--- src/rtl/hockey_pkg.sv ---
// Shared types and constants for the parametrised air-hockey controller.
package hockey_pkg;

  typedef enum logic [3:0] {
    S_IDLE      = 4'd0,
    S_DISPLAY   = 4'd1,
    S_HIT_A     = 4'd2,
    S_HIT_B     = 4'd3,
    S_SEND_A    = 4'd4,
    S_SEND_B    = 4'd5,
    S_RESP_A    = 4'd6,
    S_RESP_B    = 4'd7,
    S_GOAL_A    = 4'd8,
    S_GOAL_B    = 4'd9,
    S_GAME_OVER = 4'd10
  } state_e;

  localparam logic [1:0] DIR_STRAIGHT = 2'b00;
  localparam logic [1:0] DIR_UP       = 2'b01;
  localparam logic [1:0] DIR_DOWN     = 2'b10;

  localparam logic [1:0] WIN_NONE = 2'b00;
  localparam logic [1:0] WIN_A    = 2'b01;
  localparam logic [1:0] WIN_B    = 2'b10;

endpackage

--- src/rtl/hockey_puck_step.sv ---
// One vertical puck step with reflection at row 0 and row Y_MAX.
module hockey_puck_step
  import hockey_pkg::*;
#(
  parameter int Y_MAX = 4,
  parameter int YW    = $clog2(Y_MAX + 1)
) (
  input  logic [YW-1:0] y_i,
  input  logic [1:0]    dir_i,
  output logic [YW-1:0] y_o,
  output logic [1:0]    dir_o
);

  localparam logic [YW-1:0] YMAX_V = YW'(Y_MAX);

  always_comb begin
    y_o   = y_i;
    dir_o = dir_i;
    case (dir_i)
      DIR_UP:
        if (y_i == YMAX_V) begin
          dir_o = DIR_DOWN;
          y_o   = YMAX_V - YW'(1);
        end else begin
          y_o = y_i + YW'(1);
        end
      DIR_DOWN:
        if (y_i == '0) begin
          dir_o = DIR_UP;
          y_o   = YW'(1);
        end else begin
          y_o = y_i - YW'(1);
        end
      default: ;
    endcase
  end

endmodule

--- src/rtl/hockey_core_p.sv ---
// Air-hockey game sequencer: serve, rally with speed-up, scoring and game over.
module hockey_core_p
  import hockey_pkg::*;
#(
  parameter int X_MAX      = 4,
  parameter int Y_MAX      = 4,
  parameter int WIN_SCORE  = 3,
  parameter int STEP_TICKS = 3,
  parameter int MIN_TICKS  = 1,
  parameter int RESP_TICKS = 3,
  parameter int OVER_TICKS = 3,
  parameter int XW         = $clog2(X_MAX + 1),
  parameter int YW         = $clog2(Y_MAX + 1),
  parameter int SW         = $clog2(WIN_SCORE + 1)
) (
  input  logic          clk,
  input  logic          rst,
  input  logic          btn_a,
  input  logic          btn_b,
  input  logic [1:0]    dir_a,
  input  logic [1:0]    dir_b,
  input  logic [YW-1:0] y_in_a,
  input  logic [YW-1:0] y_in_b,
  output logic [XW-1:0] x_coord,
  output logic [YW-1:0] y_coord,
  output logic [3:0]    state_o,
  output logic [SW-1:0] score_a,
  output logic [SW-1:0] score_b,
  output logic [1:0]    winner,
  output logic          game_over,
  output logic [7:0]    volley_cnt
);

  localparam int MAXT = (STEP_TICKS > RESP_TICKS)
                        ? ((STEP_TICKS > OVER_TICKS) ? STEP_TICKS : OVER_TICKS)
                        : ((RESP_TICKS > OVER_TICKS) ? RESP_TICKS : OVER_TICKS);
  localparam int CW = $clog2(MAXT + 1);

  localparam logic [CW-1:0] STEP_V  = CW'(STEP_TICKS);
  localparam logic [CW-1:0] MIN_V   = CW'(MIN_TICKS);
  localparam logic [CW-1:0] STEP_M1 = CW'(STEP_TICKS - 1);
  localparam logic [CW-1:0] RESP_M1 = CW'(RESP_TICKS - 1);
  localparam logic [CW-1:0] OVER_M1 = CW'(OVER_TICKS - 1);
  localparam logic [XW-1:0] XMAX_V  = XW'(X_MAX);
  localparam logic [YW-1:0] YMAX_V  = YW'(Y_MAX);
  localparam logic [SW-1:0] WIN_V   = SW'(WIN_SCORE);

  state_e        state_q, state_d;
  logic [CW-1:0] cnt_q, cnt_d, cur_q, cur_d;
  logic [XW-1:0] x_q, x_d, x_inc, x_dec;
  logic [YW-1:0] y_q, y_d, snd_y, ret_y;
  logic [1:0]    dir_q, dir_d, snd_dir, ret_dir, ret_dir_in;
  logic [SW-1:0] sa_q, sa_d, sb_q, sb_d;
  logic [1:0]    win_q, win_d;
  logic          go_q, go_d, server_q, server_d;
  logic [7:0]    volley_q, volley_d, volley_inc;
  logic [CW-1:0] cur_dec;

  // Flight steps follow the puck's own direction; a return uses the hitter's.
  hockey_puck_step #(.Y_MAX(Y_MAX), .YW(YW)) u_send_step (
    .y_i(y_q), .dir_i(dir_q), .y_o(snd_y), .dir_o(snd_dir)
  );

  hockey_puck_step #(.Y_MAX(Y_MAX), .YW(YW)) u_ret_step (
    .y_i(y_q), .dir_i(ret_dir_in), .y_o(ret_y), .dir_o(ret_dir)
  );

  assign ret_dir_in = (state_q == S_RESP_A) ? dir_a : dir_b;
  assign x_inc      = x_q + XW'(1);
  assign x_dec      = x_q - XW'(1);
  assign cur_dec    = (cur_q > MIN_V) ? (cur_q - CW'(1)) : MIN_V;
  assign volley_inc = (volley_q == 8'hFF) ? volley_q : (volley_q + 8'd1);

  always_comb begin
    state_d  = state_q;
    cnt_d    = cnt_q + CW'(1);
    cur_d    = cur_q;
    x_d      = x_q;
    y_d      = y_q;
    dir_d    = dir_q;
    sa_d     = sa_q;
    sb_d     = sb_q;
    win_d    = win_q;
    go_d     = go_q;
    server_d = server_q;
    volley_d = volley_q;
    case (state_q)
      S_IDLE:
        if (btn_a || btn_b) begin
          server_d = !btn_a;
          sa_d     = '0;
          sb_d     = '0;
          win_d    = WIN_NONE;
          go_d     = 1'b0;
          volley_d = '0;
          state_d  = S_DISPLAY;
        end
      S_DISPLAY:
        if (cnt_q == STEP_M1) state_d = server_q ? S_HIT_B : S_HIT_A;
      S_HIT_A:
        if (btn_a && (y_in_a <= YMAX_V)) begin
          x_d      = '0;
          y_d      = y_in_a;
          dir_d    = dir_a;
          cur_d    = STEP_V;
          volley_d = '0;
          state_d  = S_SEND_B;
        end
      S_HIT_B:
        if (btn_b && (y_in_b <= YMAX_V)) begin
          x_d      = XMAX_V;
          y_d      = y_in_b;
          dir_d    = dir_b;
          cur_d    = STEP_V;
          volley_d = '0;
          state_d  = S_SEND_A;
        end
      S_SEND_B:
        if (cnt_q == cur_q - CW'(1)) begin
          cnt_d = '0;
          x_d   = x_inc;
          y_d   = snd_y;
          dir_d = snd_dir;
          if (x_inc == XMAX_V) state_d = S_RESP_B;
        end
      S_SEND_A:
        if (cnt_q == cur_q - CW'(1)) begin
          cnt_d = '0;
          x_d   = x_dec;
          y_d   = snd_y;
          dir_d = snd_dir;
          if (x_dec == '0) state_d = S_RESP_A;
        end
      S_RESP_B:
        if (btn_b && (y_in_b == y_q)) begin
          x_d      = XMAX_V - XW'(1);
          y_d      = ret_y;
          dir_d    = ret_dir;
          cur_d    = cur_dec;
          volley_d = volley_inc;
          state_d  = S_SEND_A;
        end else if (cnt_q == RESP_M1) begin
          if (sa_q != WIN_V) sa_d = sa_q + SW'(1);
          state_d = S_GOAL_A;
        end
      S_RESP_A:
        if (btn_a && (y_in_a == y_q)) begin
          x_d      = XW'(1);
          y_d      = ret_y;
          dir_d    = ret_dir;
          cur_d    = cur_dec;
          volley_d = volley_inc;
          state_d  = S_SEND_B;
        end else if (cnt_q == RESP_M1) begin
          if (sb_q != WIN_V) sb_d = sb_q + SW'(1);
          state_d = S_GOAL_B;
        end
      S_GOAL_A:
        if (cnt_q == STEP_M1) begin
          if (sa_q == WIN_V) begin
            win_d   = WIN_A;
            go_d    = 1'b1;
            state_d = S_GAME_OVER;
          end else begin
            state_d = S_HIT_B;
          end
        end
      S_GOAL_B:
        if (cnt_q == STEP_M1) begin
          if (sb_q == WIN_V) begin
            win_d   = WIN_B;
            go_d    = 1'b1;
            state_d = S_GAME_OVER;
          end else begin
            state_d = S_HIT_A;
          end
        end
      S_GAME_OVER:
        if (cnt_q == OVER_M1) state_d = S_IDLE;
      default: state_d = S_IDLE;
    endcase
    if (state_d != state_q) cnt_d = '0;
  end

  always_ff @(posedge clk or posedge rst) begin
    if (rst) begin
      state_q  <= S_IDLE;
      cnt_q    <= '0;
      cur_q    <= '0;
      x_q      <= '0;
      y_q      <= '0;
      dir_q    <= DIR_STRAIGHT;
      sa_q     <= '0;
      sb_q     <= '0;
      win_q    <= WIN_NONE;
      go_q     <= 1'b0;
      server_q <= 1'b0;
      volley_q <= '0;
    end else begin
      state_q  <= state_d;
      cnt_q    <= cnt_d;
      cur_q    <= cur_d;
      x_q      <= x_d;
      y_q      <= y_d;
      dir_q    <= dir_d;
      sa_q     <= sa_d;
      sb_q     <= sb_d;
      win_q    <= win_d;
      go_q     <= go_d;
      server_q <= server_d;
      volley_q <= volley_d;
    end
  end

  assign x_coord    = x_q;
  assign y_coord    = y_q;
  assign state_o    = state_q;
  assign score_a    = sa_q;
  assign score_b    = sb_q;
  assign winner     = win_q;
  assign game_over  = go_q;
  assign volley_cnt = volley_q;

endmodule

--- config.mk ---
export PLATFORM = sky130hd
export DESIGN_NAME = hockey_core_p
export DESIGN_NICKNAME = d
export VERILOG_FILES = /design/src/rtl/hockey_pkg.sv /design/src/rtl/hockey_puck_step.sv /design/src/rtl/hockey_core_p.sv
export SDC_FILE = /design/constraint.sdc
export NUM_CORES = 1
export LEC_CHECK = 0
export ABC_AREA = 1
export ABC_CLOCK_PERIOD_IN_PS = 2320
export CAP_MARGIN = 20
export CORE_MARGIN = 2
export CORE_UTILIZATION = 50
export DETAILED_ROUTE_END_ITERATION = 10
export GPL_TIMING_DRIVEN = 0
export PLACE_DENSITY = 0.77
export SLEW_MARGIN = 20
export SYNTH_ARGS = -nofsm -noshare
export SYNTH_HDL_FRONTEND = slang
export SYNTH_HIERARCHICAL = 1
export SYNTH_SLANG_ARGS = --single-unit
--- constraint.sdc ---
create_clock -name clk -period 2.32 [get_ports clk]
set_clock_uncertainty 0.15 [all_clocks]
set_input_delay 0.232 -clock clk [delete_from_list [all_inputs] [get_ports clk]]
set_output_delay 0.232 -clock clk [all_outputs]
set_load 0.02 [all_outputs]
Word-level counts from Yosys, hierarchy flattened. Cells that the tools add are included.

Memory bits (writable): 0. Bits in registers: 32. Word-level logic and storage cells: 182. Memories: 0. Bits in read-only memories: 0. Output and inout bits: 25. Latch bits: 0. Input port bits: 14.

Shift operators: 0. $mul: 0. Div/mod/pow operators: 0. Multiplexer cells: 85. Order comparisons: 3. Bitwise logic cells: 0. Reduce and logical (&&, ||, !) cells: 26. Equal/unequal tests: 47. $add $sub $neg: 9.

Operators by type and width (number): two-way mux 4 bit (17); two-way mux 2 bit (29); two-way mux 8 bit (6); one-hot mux 4 bit (11 select lines) (1); one-hot mux 8 bit (5 select lines) (1); two-way mux 3 bit (13); != test 2 bit, second input constant (16); one-hot mux 3 bit (6 select lines) (1); equality test 4 x 3 -> 1 bit, second input constant (4); one-hot mux 2 bit (2 select lines) (4); one-hot mux 3 bit (5 select lines) (1); AND reduction 5 bit (3); AND reduction 7 bit (2); equality test 4 bit, second input constant (3); one-hot mux 3 bit (2 select lines) (2); AND reduction 6 bit (2); equality test 2 bit, second input constant (5); one-hot mux 2 bit (5 select lines) (1); nonzero test 5 bit (2); AND reduction 9 bit (1); adder 8 x 1 -> 8 bit, second input constant (1); equality test 4 x 2 -> 1 bit, second input constant (2); equality test 8 bit, second input constant (1); != test 2 x 1 -> 1 bit, second input constant (4); other kinds (29) (48).

Logic depth before layout (Yosys ltp). Gate-level depths: netlist of the first run.

Word-level depth: 7. Gate-level depth with buffers: 16. Gate-level depth less buffers: 16.

Modules after synthesis. The synthesis of the first run kept the hierarchy.

Modules (own cells, without submodules): hockey_core_p (cells each 339, times used 1, sequential area each 800.8 sq um, area each 2309.7 sq um); hockey_puck_step at u_send_step (cells each 57, times used 1, sequential area each 0.0 sq um, area each 281.5 sq um); hockey_puck_step at u_ret_step (cells each 50, times used 1, sequential area each 0.0 sq um, area each 251.5 sq um).

Worst setup path before layout of the first run. No wires, ideal clock.

Path type: flip-flop to flip-flop. From: register state_q[3], in the netlist state_o[3]. To: register dir_q[0]. Required time: 2.046 ns. Setup time: 0.124 ns. Buffers on the path: 0. Data arrival time: 2.109 ns. Cell stages (with the launch flop): 15. Path slack: -0.063 ns. Clock period less this slack: 2.383 ns. Cells stage by stage: dfrtp_1 > inv_2 > nand2_4 > nor2_4 > o21ai_0 > inv_1 > ha_1 > inv_2 > nand3_1 > nand3_1 > nand2_1 > nand2_1 > o2111ai_1 > o211ai_1 > nand2_1.

Cells in the longest elaborated chain, start to end: 6. Elaborated cells on any way between the ends: 26. Classes of those cells: eq/ne (16); mux (7); reduce/logical (3).

RTL lines: from (decl) (line hockey_core_p.sv:48) `state_e state_q, state_d;`; from (signal assigned) (line hockey_core_p.sv:200) `state_q <= state_d;`; equality test 4 x 3 -> 1 bit * (line hockey_core_p.sv:68) `assign ret_dir_in = (state_q == S_RESP_A) ? dir_a : dir_b;`; two-way mux 2 bit * (line hockey_core_p.sv:68); net ret_dir_in[0] (line hockey_core_p.sv:52) `logic [1:0] dir_q, dir_d, snd_dir, ret_dir, ret_dir_in;`; equality test 2 bit, or another cell as far along (line hockey_puck_step.sv:19) `case (dir_i)`; one-hot mux 2 bit (2 select lines) * (line hockey_puck_step.sv:19); net ret_dir[0] (line hockey_core_p.sv:52); two-way mux 2 bit, on equally long branches (line hockey_core_p.sv:147, hockey_core_p.sv:135); one-hot mux 2 bit (5 select lines) * (line hockey_core_p.sv:87) `case (state_q)`; to (signal assigned) (line hockey_core_p.sv:205) `dir_q <= dir_d;`; to (decl) (line hockey_core_p.sv:52).

The timed path passes the listed nets; every way through them passes the cells marked *. The select of a mux whose other input is x is not followed. A chain may end at the register's enable or synchronous reset.

Final worst setup path of the first run.
From: register state_q[3], in the netlist state_o[3]. To: register dir_q[1].

Cells in the longest elaborated chain, start to end: 6. Elaborated cells on any way between the ends: 26. Classes of those cells: eq/ne (16); mux (7); reduce/logical (3).

RTL lines (line): equality test 4 x 3 -> 1 bit * (hockey_core_p.sv:68); two-way mux 2 bit * (hockey_core_p.sv:68); net ret_dir_in[0] (hockey_core_p.sv:52); equality test 2 bit or equality test 2 x 1 -> 1 bit (tied branches) (hockey_puck_step.sv:19); one-hot mux 2 bit (2 select lines) * (hockey_puck_step.sv:19); net ret_dir[1] (hockey_core_p.sv:52); two-way mux 2 bit, on equally long branches (hockey_core_p.sv:147, hockey_core_p.sv:135); one-hot mux 2 bit (5 select lines) * (hockey_core_p.sv:87).

Marks and branches as above.

==> qor.yml, run 1 <==
clocking:
  path_clk_slew_ns: 0.07
  insertion_delay_ns: 0.29
  cts_tree: "done"
  cts_root_buffer: "clkbuf_8"
  cts_buffer_depth: 2
  cts-buffers-inserted: 5
  htreeDepth: 2
  clkSinkCount: 32
setup_path:
  r2r-start: "state_o[3]"
  critPathRequiredTime_ns: 2.34
  cp_cell_sequence: "inv_4 -> nand2_8 -> nor2_4 -> nand2_2 -> o21ai_2 -> inv_2 -> ha_4 -> inv_4 -> nand3_2 -> o21ai_1 -> nand2_1 -> inv_1 -> nand2_2 -> o2111ai_2 -> o211ai_1 -> nand2_1"
  max_stage_delay_ns: 0.43
  worst_ep_arrival_time_ns: 2.31
  worst-setup-path-type: "reg2reg"
  cp-start-kind: "register"
  crit_fanout: 6
  cp_slowest_cell: "dfrtp_2"
  crit_path_start: "state_o[3]"
  cp-end-kind: "register"
synth:
  yosys.area.top_type_share: 0.282
  synth_top_cell_by_area: "dfrtp_1"
  seq_area_frac_synth: 0.282
  synth_seq_cells: 32
  synthTopCellsByArea: "dfrtp_1, nand2_1, ha_1, inv_1, o21ai_0"
  avgSynthCellArea_um2: 6.37
  syn_inst: 446
  yosys_warnings: 6
  syn_area_mm2: 0.00284
  synth_cell_types: 37
  synthesis.nets: 480
timing:
  fmax_mhz: 436
  tightest_slew_ns: 0.689
  fin_setup_tns_ns: 0
  hold_ws_ns: 0.212
  drv_slew: 0
  grt_setup_unrepaired: "true"
  hold_viol: 0
  setup_violations: 0
  worst_slack_ns: 0.0248
  slew_headroom: 0.540
  fin_crit_ns: 2.30
  period_share: 0.989
placement:
  post-place-ws_ns: -0.271
  dpl_cell_area_mm2: 0.00332
  globalplace.congestion: 0.951
  io_buffers: 38
  dp_hpwl_um: 5250
die:
  die_h_um: 79.4
  io_pins: 39
  rows: 27
  die_area_mm2: 0.00630
  fp.dieW_um: 79.4
  start_util: 0.516
  core_area_mm2: 0.00551
drt:
  post_drt_wl_per_cell_um: 12.7
  drt_iter0_drc: 226
  antenna_left: 0
  dr.pass1.iters: 5
  vias: 3039
  vias_per_cell: 5.30
  drc: 0
  wirelength_um: 7250
global_routing:
  grt_max_degree: 33
  grt_pass1_vias: 2892
  grt_usage: 0.243
  antenna_found_initial: 0
  grt_pass1_wl_um: 12400
  grt-ovfl-total: 0
cells_and_area:
  drive_above_1_share: 0.136
  fin_util: 0.650
  layout.nets: 534
  antenna_cells: 0
  finish.instance_area_mm2: 0.00358
  area_delta_synth_final_pct: 25.9
power:
  leakagePower_nw: 1.77
  p_per_area_mw_per_mm2: 1050
  max-vdd-ir-drop_mv: 0.584
hold_path:
  worstHoldPathType: "in2async"
run:
  max_cap_viol_count: 0
outcome:
  outcome: "finished clean"
## where the power goes
part / internal [mW] / total, mW / switching, mW
combinational: 0.926 / 2.43 / 1.51
clock: 0.211 / 0.425 / 0.214
sequential: 0.687 / 0.906 / 0.219
total: 1.82 / 3.76 / 1.94
## critical path, delay by kind of cell (launching register included)
family,cells,cell delay (ns)
AO/OA/AOI/OAI,4,0.34
adder cells (fa/ha/maj),1,0.32
buffers and inverters,4,0.28
flip-flops,1,0.43
AND/OR/NAND/NOR,7,0.65
## cell type report
cell class / count / area [µm²]
plain buffers: 4 / 38.8
clock buffers: 7 / 76.3
clock inverters: 1 / 5.00
fillers: 502 / 1930
inverters: 72 / 280
multi-input cells: 338 / 1830
flip-flops and latches: 32 / 808
well taps: 72 / 90.1
repair buffers: 47 / 448
## layout by cell type (no fill, tap or decap), drive strengths merged, types with 4 or more instances in the layout
cell type      netlist  routed
a21oi               12      12
buf                  4      13
clkbuf               0       7
clkdlybuf4s50        0      38
dfrtp               32      32
ha                  20      20
inv                 71      71
nand2              159     159
nand3               29      29
nor2                46      46
nor3                 4       4
o2111ai              4       4
o211ai               6       6
o21ai               41      41
## metrics by stage
stage | std cells | total power [mW]
3_3_place_gp | 556 | 3.06
5_1_grt | 573 | 4.12
3_5_place_dp | 556 | 3.11
6_report | 573 | 3.76
4_1_cts | 567 | 3.60
2_1_floorplan | 446 | 2.53
## registers in the layout, indices dropped and copies added (netlist names)
signal	count
volley_cnt	8
state_o	4
x_coord	3
y_coord	3
cnt_q	2
cur_q	2
dir_q	2
score_a	2
score_b	2
winner	2
game_over	1
server_q	1
## cell usage after synthesis
library cell	instances
nand2_1	151
inv_1	63
nor2_1	41
o21ai_0	36
dfrtp_1	32
nand3_1	29
ha_1	20
a21oi_1	12
inv_2	7
o211ai_1	6
nand2_2	4
nand2_4	4
nor3_1	4
o2111ai_1	4
o21ai_1	4
nand3b_1	3
nor2_4	3
buf_4	2
nor2_2	2
xor2_1	2
a22oi_1	1
a31oi_1	1
a32o_1	1
a41oi_1	1
buf_2	1
buf_6	1
clkinv_1	1
inv_4	1
nand4_1	1
nand4_2	1
o211a_1	1
o21ai_2	1
o21bai_1	1
o22ai_1	1
or2_2	1
or3_1	1
xnor2_1	1
## what timing repair did
item / 4_1_cts / 5_1_grt
setup buffers: 3 / 6
setup endpoints to repair: 5 / 18
pin swaps: 1 / 14
hold buffers: 0 / 0
gates resized for setup: 12 / 24
## metal layers
layer,track usage,part of all wire
met1,0.321,0.47
met2,0.400,0.47
met3,0.0464,0.049
met4,0.0828,0.013
met5,0,0
## kinds of logic after synthesis
| family | Yosys count | share of synthesized area |
|---|---|---|
| adder cells (fa/ha/maj) | 20 | 0.0880 |
| flip-flops | 32 | 0.282 |
| AO/OA/AOI/OAI | 70 | 0.143 |
| XOR/XNOR | 3 | 0.00924 |
| buffers and inverters | 76 | 0.107 |
| AND/OR/NAND/NOR | 245 | 0.371 |
## final timing paths
| kind | depth (start not counted) | slack [ns] | end |
|---|---|---|---|
| max | 16 | 0.02 | dir_q[1] |
| min | 2 | 0.21 | cur_q[0] |
| max reg2reg | 16 | 0.02 | dir_q[1] |
| max in group asynchronous | 2 | 1.31 | y_coord[2] |
| min reg2reg | 2 | 0.33 | winner[0] |
| min in group clk | 2 | 0.33 | winner[0] |
Power figures use the tool's default switching activity.
==> inputs of run 2 (changes only) <==
- CTS_CLUSTER_DIAMETER: unset -> 200
==> results of run 2 <==
Same layout as run 1: the final DEF is identical, and so are final timing and power.
